<file path="src/rtl/vslc_pkg.sv">
// Shared definitions for the VSLC scan sequencer and its executor.
//   - Default program-store geometry (depth and address width).
//   - Sequencer FSM state encoding.
//   - Executor opcode field positions within an 8-bit instruction.
package vslc_pkg;

    localparam int unsigned PROG_DEPTH_DEF = 16;
    localparam int unsigned AW_DEF         = 4;

    typedef enum logic [1:0] {
        StIdle  = 2'd0,
        StLoad  = 2'd1,
        StSnap  = 2'd2,
        StIssue = 2'd3
    } seq_state_e;

    // Executor instruction layout: two-bit opcode over a six-bit operand.
    localparam int unsigned OP_MSB  = 7;
    localparam int unsigned OP_LSB  = 6;
    localparam int unsigned ARG_MSB = 5;
    localparam int unsigned ARG_LSB = 0;

endpackage

</file>
<file path="src/rtl/tt_um_jimktrains_vslc_progmem.sv">
// Program store for the VSLC sequencer.
// One synchronous write port and one asynchronous read port; the array has no
// reset, so its contents are undefined until a program is loaded.
// Ports:
//   clk      - write clock
//   i_we     - write enable
//   i_waddr  - write address
//   i_wdata  - write data (one program byte)
//   i_raddr  - read address
//   o_rdata  - read data, combinational from i_raddr
module tt_um_jimktrains_vslc_progmem
    import vslc_pkg::*;
#(
    parameter int unsigned DEPTH = PROG_DEPTH_DEF,
    parameter int unsigned AW    = AW_DEF
) (
    input  logic          clk,
    input  logic          i_we,
    input  logic [AW-1:0] i_waddr,
    input  logic [7:0]    i_wdata,
    input  logic [AW-1:0] i_raddr,
    output logic [7:0]    o_rdata
);

    logic [7:0] r_mem [DEPTH];

    always_ff @(posedge clk) begin
        if (i_we) begin
            r_mem[i_waddr] <= i_wdata;
        end
    end

    assign o_rdata = r_mem[i_raddr];

endmodule

</file>
<file path="src/rtl/tt_um_jimktrains_vslc_sequencer.sv">
// VSLC scan sequencer.
// Loads a byte program, then repeatedly scans it: one SNAP cycle freezes the
// raw inputs, followed by one ISSUE cycle per program byte.
// Ports:
//   clk, rst_n   - clock, asynchronous active-low reset
//   load_en      - program-load mode request
//   load_valid   - one-cycle strobe qualifying load_data
//   load_data    - program byte
//   run          - continuous scan request
//   ui_in        - raw inputs
//   instr        - instruction to executor (8'h00 when not issuing)
//   instr_ready  - instr valid this cycle
//   ui_snap      - inputs frozen for the current scan
//   ui_in_prev   - ui_snap of the previous scan
//   scan_done    - one-cycle pulse after the last instruction of a scan
//   running      - high in SNAP or ISSUE
//   load_ovf     - sticky: a byte was dropped because the store was full
//   pc           - program counter
module tt_um_jimktrains_vslc_sequencer
    import vslc_pkg::*;
#(
    parameter int unsigned PROG_DEPTH = PROG_DEPTH_DEF,
    parameter int unsigned AW         = AW_DEF
) (
    input  logic          clk,
    input  logic          rst_n,
    input  logic          load_en,
    input  logic          load_valid,
    input  logic [7:0]    load_data,
    input  logic          run,
    input  logic [7:0]    ui_in,
    output logic [7:0]    instr,
    output logic          instr_ready,
    output logic [7:0]    ui_snap,
    output logic [7:0]    ui_in_prev,
    output logic          scan_done,
    output logic          running,
    output logic          load_ovf,
    output logic [AW-1:0] pc
);

    localparam logic [AW:0] DEPTH_CNT = (AW+1)'(PROG_DEPTH);

    seq_state_e  r_state, w_state_d;
    logic [AW-1:0] r_pc, w_pc_d;
    // Pointer and length are one bit wider so a full store is representable.
    logic [AW:0] r_wr_ptr, w_wr_ptr_d;
    logic [AW:0] r_prog_len, w_prog_len_d;
    logic [7:0]  r_ui_snap, w_ui_snap_d;
    logic [7:0]  r_ui_in_prev, w_ui_in_prev_d;
    logic        r_load_ovf, w_load_ovf_d;
    logic        r_scan_done, w_scan_done_d;

    logic        w_mem_we;
    logic [7:0]  w_mem_rdata;
    logic        w_last_instr;
    logic        w_store_full;

    assign w_last_instr = ({1'b0, r_pc} == (r_prog_len - (AW+1)'(1)));
    assign w_store_full = (r_wr_ptr == DEPTH_CNT);

    tt_um_jimktrains_vslc_progmem #(
        .DEPTH (PROG_DEPTH),
        .AW    (AW)
    ) u_progmem (
        .clk     (clk),
        .i_we    (w_mem_we),
        .i_waddr (r_wr_ptr[AW-1:0]),
        .i_wdata (load_data),
        .i_raddr (r_pc),
        .o_rdata (w_mem_rdata)
    );

    always_comb begin
        w_state_d      = r_state;
        w_pc_d         = r_pc;
        w_wr_ptr_d     = r_wr_ptr;
        w_prog_len_d   = r_prog_len;
        w_ui_snap_d    = r_ui_snap;
        w_ui_in_prev_d = r_ui_in_prev;
        w_load_ovf_d   = r_load_ovf;
        w_scan_done_d  = 1'b0;
        w_mem_we       = 1'b0;

        unique case (r_state)
            StIdle: begin
                if (load_en) begin
                    w_state_d = StLoad;
                end else if (run && (r_prog_len != '0)) begin
                    w_state_d = StSnap;
                end
            end
            StLoad: begin
                if (!load_en) begin
                    w_prog_len_d = r_wr_ptr;
                    w_state_d    = StIdle;
                end else if (load_valid) begin
                    if (w_store_full) begin
                        w_load_ovf_d = 1'b1;
                    end else begin
                        w_mem_we   = 1'b1;
                        w_wr_ptr_d = r_wr_ptr + (AW+1)'(1);
                    end
                end
            end
            StSnap: begin
                w_ui_in_prev_d = r_ui_snap;
                w_ui_snap_d    = ui_in;
                w_pc_d         = '0;
                w_state_d      = StIssue;
            end
            StIssue: begin
                if (!w_last_instr) begin
                    // load_en abandons the rest of the scan without scan_done.
                    if (load_en) begin
                        w_state_d = StLoad;
                    end else begin
                        w_pc_d = r_pc + AW'(1);
                    end
                end else begin
                    w_scan_done_d = 1'b1;
                    if (load_en) begin
                        w_state_d = StLoad;
                    end else if (run) begin
                        w_state_d = StSnap;
                    end else begin
                        w_state_d = StIdle;
                    end
                end
            end
        endcase

        // Every entry into LOAD starts a fresh program.
        if ((w_state_d == StLoad) && (r_state != StLoad)) begin
            w_wr_ptr_d   = '0;
            w_load_ovf_d = 1'b0;
        end
    end

    always_ff @(posedge clk or negedge rst_n) begin
        if (!rst_n) begin
            r_state      <= StIdle;
            r_pc         <= '0;
            r_wr_ptr     <= '0;
            r_prog_len   <= '0;
            r_ui_snap    <= '0;
            r_ui_in_prev <= '0;
            r_load_ovf   <= 1'b0;
            r_scan_done  <= 1'b0;
        end else begin
            r_state      <= w_state_d;
            r_pc         <= w_pc_d;
            r_wr_ptr     <= w_wr_ptr_d;
            r_prog_len   <= w_prog_len_d;
            r_ui_snap    <= w_ui_snap_d;
            r_ui_in_prev <= w_ui_in_prev_d;
            r_load_ovf   <= w_load_ovf_d;
            r_scan_done  <= w_scan_done_d;
        end
    end

    // Outputs decode only registered state; the executor samples on negedge.
    assign instr_ready = (r_state == StIssue);
    assign instr       = instr_ready ? w_mem_rdata : 8'h00;
    assign running     = (r_state == StSnap) || (r_state == StIssue);
    assign ui_snap     = r_ui_snap;
    assign ui_in_prev  = r_ui_in_prev;
    assign scan_done   = r_scan_done;
    assign load_ovf    = r_load_ovf;
    assign pc          = r_pc;

endmodule
</file>
<file path="config.mk">
export PLATFORM = sky130hd
export DESIGN_NAME = tt_um_jimktrains_vslc_sequencer
export DESIGN_NICKNAME = d
export VERILOG_FILES = /design/src/rtl/vslc_pkg.sv /design/src/rtl/tt_um_jimktrains_vslc_progmem.sv /design/src/rtl/tt_um_jimktrains_vslc_sequencer.sv
export SDC_FILE = /design/constraint.sdc
export NUM_CORES = 1
export LEC_CHECK = 0
export CAP_MARGIN = 30
export CORE_MARGIN = 3
export CORE_UTILIZATION = 52
export DETAILED_ROUTE_END_ITERATION = 12
export HOLD_SLACK_MARGIN = 0.1
export PLACE_DENSITY = 0.75
export SLEW_MARGIN = 20
export SYNTH_ARGS = -nofsm -noshare
export SYNTH_HDL_FRONTEND = slang
export SYNTH_HIERARCHICAL = 1
export SYNTH_SLANG_ARGS = --single-unit
</file>
<file path="constraint.sdc">
create_clock -name clk -period 3.1 [get_ports clk]
set_input_delay 0.31 -clock clk [delete_from_list [all_inputs] [get_ports clk]]
set_output_delay 0.31 -clock clk [all_outputs]
set_load 0.02 [all_outputs]
</file>
# After elaboration in Yosys (flattened, before gate mapping)
# Memories as Yosys holds them, arrays and structs flattened.
# Cells that the tools add are included.
# totals
ff_bits	34
mem_bits_rw	128
inputBits	21
elab_cells	67
memories	1
# mem_list
name	depth	word_bits	rd	rd_ports_with_merged_regs	write_ports	line	source
u_progmem.r_mem	16	8	1	0	1	tt_um_jimktrains_vslc_progmem.sv:25	logic [7:0] r_mem [DEPTH];
# classes
addsub	3
eq_ne	10
n_mux	30
bitwise	1
n_reduce_logical	14
# ops
cell	count
2-to-1 mux 5 bit	5
2-to-1 mux 2 bit	7
2-to-1 mux 1 bit	13
nonzero test 2 bit	5
2-to-1 mux 4 bit	2
2-to-1 mux 8 bit	1
case mux 2 bit (4 select lines)	1
case mux 4 bit (2 select lines)	1
AND reduction 4 bit	2
adder 5 x 1 -> 5 bit, second input constant	1
equality test 4 x 5 -> 1 bit	1
equality test 5 bit, second input constant	1
nonzero test 5 bit	1
subtractor 5 x 1 -> 5 bit, second input constant	1
adder 4 x 1 -> 4 bit, second input constant	1
equality test 2 x 1 -> 1 bit, second input constant	2
equality test 2 bit, second input constant	2
!= test 2 x 1 -> 1 bit, second input constant	2
!= test 2 bit, second input constant	2
AND reduction 3 bit	1
logical AND 1 bit	2
zero test 2 bit	1
AND reduction 2 bit	1
logical OR 1 bit	1
inverter 1 bit	1

# Longest topological paths before layout
# logic_depth
depth_word	9
ltp_mapped	7
mapped_depth_nobuf	7

# Cells and area by module
# The synthesis kept the hierarchy.
# modules_own_cells
mod	n_inst	cells_each	area_each_um2
tt_um_jimktrains_vslc_progmem	1	221	4987.3
tt_um_jimktrains_vslc_sequencer	1	170	1592.8

# Worst setup path before layout
# Ideal clock, no wire load.
# synth_path
path_type	register to register
startpoint	register r_wr_ptr[0]
endpoint	memory u_progmem.r_mem[0][0] (enable)
arrival_time_ns	2.673
setup_slack_ns	0.043
path_stages_with_launch	7
n_path_buf	0
period_less_slack_ns	3.057
cell_sequence	dfrtp_1 -> inv_1 -> ha_1 -> nor4bb_1 -> nor3_1 -> or3b_2 -> nor3_1
# synth_between
elab_chain_len	7
# synth_lines
element	line	source
start: declaration	tt_um_jimktrains_vslc_sequencer.sv:47	logic [AW:0] r_wr_ptr, w_wr_ptr_d;
start signal: assignment	tt_um_jimktrains_vslc_sequencer.sv:153	r_wr_ptr <= w_wr_ptr_d;
equality test 5 bit	tt_um_jimktrains_vslc_sequencer.sv:60	assign w_store_full = (r_wr_ptr == DEPTH_CNT);
2-to-1 mux 1 bit	tt_um_jimktrains_vslc_sequencer.sv:98	if (w_store_full) begin
2-to-1 mux 1 bit	tt_um_jimktrains_vslc_sequencer.sv:97	end else if (load_valid) begin
2-to-1 mux 1 bit	tt_um_jimktrains_vslc_sequencer.sv:94	if (!load_en) begin
2-to-1 mux 1 bit	tt_um_jimktrains_vslc_sequencer.sv:85	unique case (r_state)
net w_mem_we	tt_um_jimktrains_vslc_sequencer.sv:54	logic w_mem_we;
2-to-1 mux 1 bit	tt_um_jimktrains_vslc_progmem.sv:28	if (i_we) begin
2-to-1 mux 1 bit (implied by the code)	tt_um_jimktrains_vslc_progmem.sv:29	r_mem[i_waddr] <= i_wdata;
end: declaration	tt_um_jimktrains_vslc_progmem.sv:25	
# The timed path passes the listed nets, and every way through them passes these cells.

# Final worst setup path
# layout_path
startpoint	register r_pc[0] (netlist: pc[0])
endpoint	output instr[6]
# layout_between
elab_chain_len	2
# layout_lines
element	line	source
start: declaration	tt_um_jimktrains_vslc_sequencer.sv:45	logic [AW-1:0] r_pc, w_pc_d;
start signal: assignment	tt_um_jimktrains_vslc_sequencer.sv:152	r_pc <= w_pc_d;
memory (16 x 8 bit)	-	
net w_mem_rdata[6]	tt_um_jimktrains_vslc_sequencer.sv:55	logic [7:0] w_mem_rdata;
2-to-1 mux 8 bit	tt_um_jimktrains_vslc_sequencer.sv:164	assign instr = instr_ready ? w_mem_rdata : 8'h00;
end: declaration	tt_um_jimktrains_vslc_sequencer.sv:32	output logic [7:0] instr,
# The timed path passes the listed nets, and every way through them passes these cells.

==> results.md <==
- Num CTS Buffers: 17
- Width of the chip: 118 um
- Primary FF master, synth: edfxtp_1
- Core area: 12200 um2
- Die area: 14000 um2
- # DRC: 0
- Maximum vdd drop: 0.361 mV
- DRT Wirelength: 13700 um
- GR Util All Layers: 0.210
- Post-cts sizing count: 0
- Clk sink count: 162
- Cell count after placement: 621
- Distinct cells, synth: 41
- Crit path time final: 3.00 ns
- DRT Pass-1 Iters: 5
- Final-report setup violation count: 0
- Async S/R FF share, synth: 0.210
- Worst-Skew Late Latency: 0.43 ns
- PortBufs: 52
- Synth top area cells: edfxtp_1 (58%), dfrtp_1 (13%), mux4_2 (6.2%)
- Max-Slew Margin vs Limit: 0.589
- Status: completed
- Crit-path slowest cell: mux4_2
- Syn-to-layout area delta: 22.2%
- Detail Route Antenna Nets: 0
- Ant. Diodes: 0
- Vias in the first global route: 3699
- Die height: 118 um
- Count of max-cap constraint violations: 0
- RSZ-0062 raised after global routing: yes
- Yosys warns: 6
- Worst path cell trace: buf_12, mux4_2, a22oi_1, nand2_1, and3_1, clkdlybuf4s50_1
- Fin crit share: 0.969
- Starting Density: 0.539
- Post-layout net count: 497
- FF-to-FF path depth: 7
- Mean Syn Cell Area: 16.8 um2
- Fmax: 333 MHz
- Setup TNS: 0 ns
- Non-Filler Instances: 653
- Worst Tran Pin Value: 0.615 ns
- DP HPWL: 8670 um
- GP Congestion: 0.784
- Worst path max stage delay: 0.53 ns
- Layout cells sized above 1: 0.184
- Min Hold Slack: 0.293 ns
- Gr ovfl total: 0
- Post-placement cell area: 7410 um2
- Crit path DAT: 2.69 ns
- Post-route cell area: 8040 um2
- FP Rows: 40
- Most frequent cells after synthesis: edfxtp_1 (128), nand2_1 (67), dfrtp_1 (34)
- Final Slew Violations: 0
- Clock Path Buffers: 2
- Syn nets: 416
- Gate Count Post-Synth: 391
- Static Leakage: 2.95 nW
- Layout fillers: 865
- Critical R2R Launch: r_wr_ptr[0]
- Crit path from: pc[0]
- Pwr Density: 826 nW/um2
- CP Launch Type: flop
- Vias per std cell: 5.68
- Kind of critical path: flop to output port
- Yosys reg bits: 162
- IO Pins: 53
- Antenna violations before repair: 0
- Worst-path clk slew: 0.06 ns
- Seq/Total Area, Yosys: 0.713
- First-pass GRT wire length: 21600 um
- WP data required: 2.79 ns
- Yosys top cell by area: edfxtp_1
- Wire length per cell: 21.0 um
- Critical path endpoint category: output port
- Final Skew: 0.0111 ns
- Most common cell in the netlist: edfxtp_1
- Post-CTS Repair Setup Buffers: 0
- Initial DRC count: 364
- Root Driver: clkbuf_16
- Post-CTS Hold Buffers: 0
- Critical path fanouts, max: 24
- Yosys top cell area share: 0.584
- Largest net degree at the start of global routing: 35
- Hold Path Class: input pin to async pin
- Syn Std Cell Area: 6580 um2
- Post-synth EDFFs: 128
- CTS tree: built
- Htree depth: 4
- Fin. Hold Viols: 0
- Vias: 3706
==> state kept, by name, indices dropped and copies added, names as in the netlist <==
register	count
pc	4
ui_snap	8
r_wr_ptr	5
u_progmem/r_mem	128
load_ovf	1
r_state	2
r_prog_len	5
scan_done	1
ui_in_prev	8
==> area by class of cell <==
cell class,instances,area [um2],area share
clock inverter,15,180,0.0224
timing repair buffer,79,744,0.0926
tap,168,210,0.0262
multi-input combinational,206,1760,0.219
sequential,162,4700,0.584
inverter,6,22.5,0.00280
clock buffer,17,425,0.0529
==> power by group <==
part	leakage (nW)	switching [mW]	internal, mW
clock	0.294	0.847	1.27
sequential	1.59	0.167	2.52
combinational	1.06	0.953	0.877
total	2.95	1.97	4.67
==> worst max-delay path, delay by kind of cell (launching register included) <==
family	cells	cell delay [ns]
and+or+nand+nor	2	0.35
AOI/OAI and AO/OA	1	0.23
DFF	1	0.40
buffers and inverters	2	0.75
muxes	1	0.53
==> layer usage <==
layer / vias to the layer above / share of wire / global-route usage
li1: 1677 / - / -
met1: 1894 / 0.42 / 0.282
met2: 122 / 0.50 / 0.329
met3: 13 / 0.064 / 0.0737
met4: 0 / 0.014 / 0.0637
met5: - / 0 / 0
==> path summary, 6_finish.rpt <==
kind                                              end  slack (ns)
worst max-delay path                         instr[6]         0.1
worst min-delay path                       ui_snap[3]        0.29
worst max register to register  u_progmem/r_mem[0][4]        0.59
worst min register to register          ui_in_prev[0]        0.48
max in group asynchronous                       pc[0]        2.46
min in group clk                           ui_snap[0]        0.41
==> stage by stage <==
stage | util | setup slack [ns] | total power, mW
floorplan | - | 0.0434 | 3.86
global placement | 0.607 | 0.496 | 4.48
detailed placement | 0.607 | 0.440 | 4.53
CTS | 0.657 | -0.0191 | 6.66
global route | 0.658 | -0.00780 | 6.96
finish | 0.658 | 0.0961 | 6.64
==> cells in the final DEF, fill, tap and decap left out, types with 3 or more instances in the layout <==
cell               n
xor2_1             4
a22oi_1           12
clkdlybuf4s50_1   50
nand2_1           67
o21ai_0            7
nand3_1            4
bufinv_16          3
dfrtp_1           33
mux4_2            21
clkbuf_16         17
inv_6              4
inv_1              6
nor2_1            20
nand4_1            3
mux4_1            11
clkinv_4           4
nand2b_1           5
ha_1               4
mux2_2             3
and3_1             9
nor3_1             7
buf_4             25
xnor2_1            4
a22oi_2            4
edfxtp_1         128
==> cell families (layout without fill, tap and decap cells) <==
logic type,after synthesis,count (layout),synth area share
buffers and inverters,23,117,0.0205
adder cells (fa/ha/maj),4,4,0.00761
multiplexers,36,36,0.124
AND/OR/NAND/NOR,127,127,0.0882
flip-flops,162,162,0.713
XOR/XNOR,9,9,0.0143
AO/OA/AOI/OAI,30,30,0.0318
Note: power is estimated with default switching activity, not from simulation.
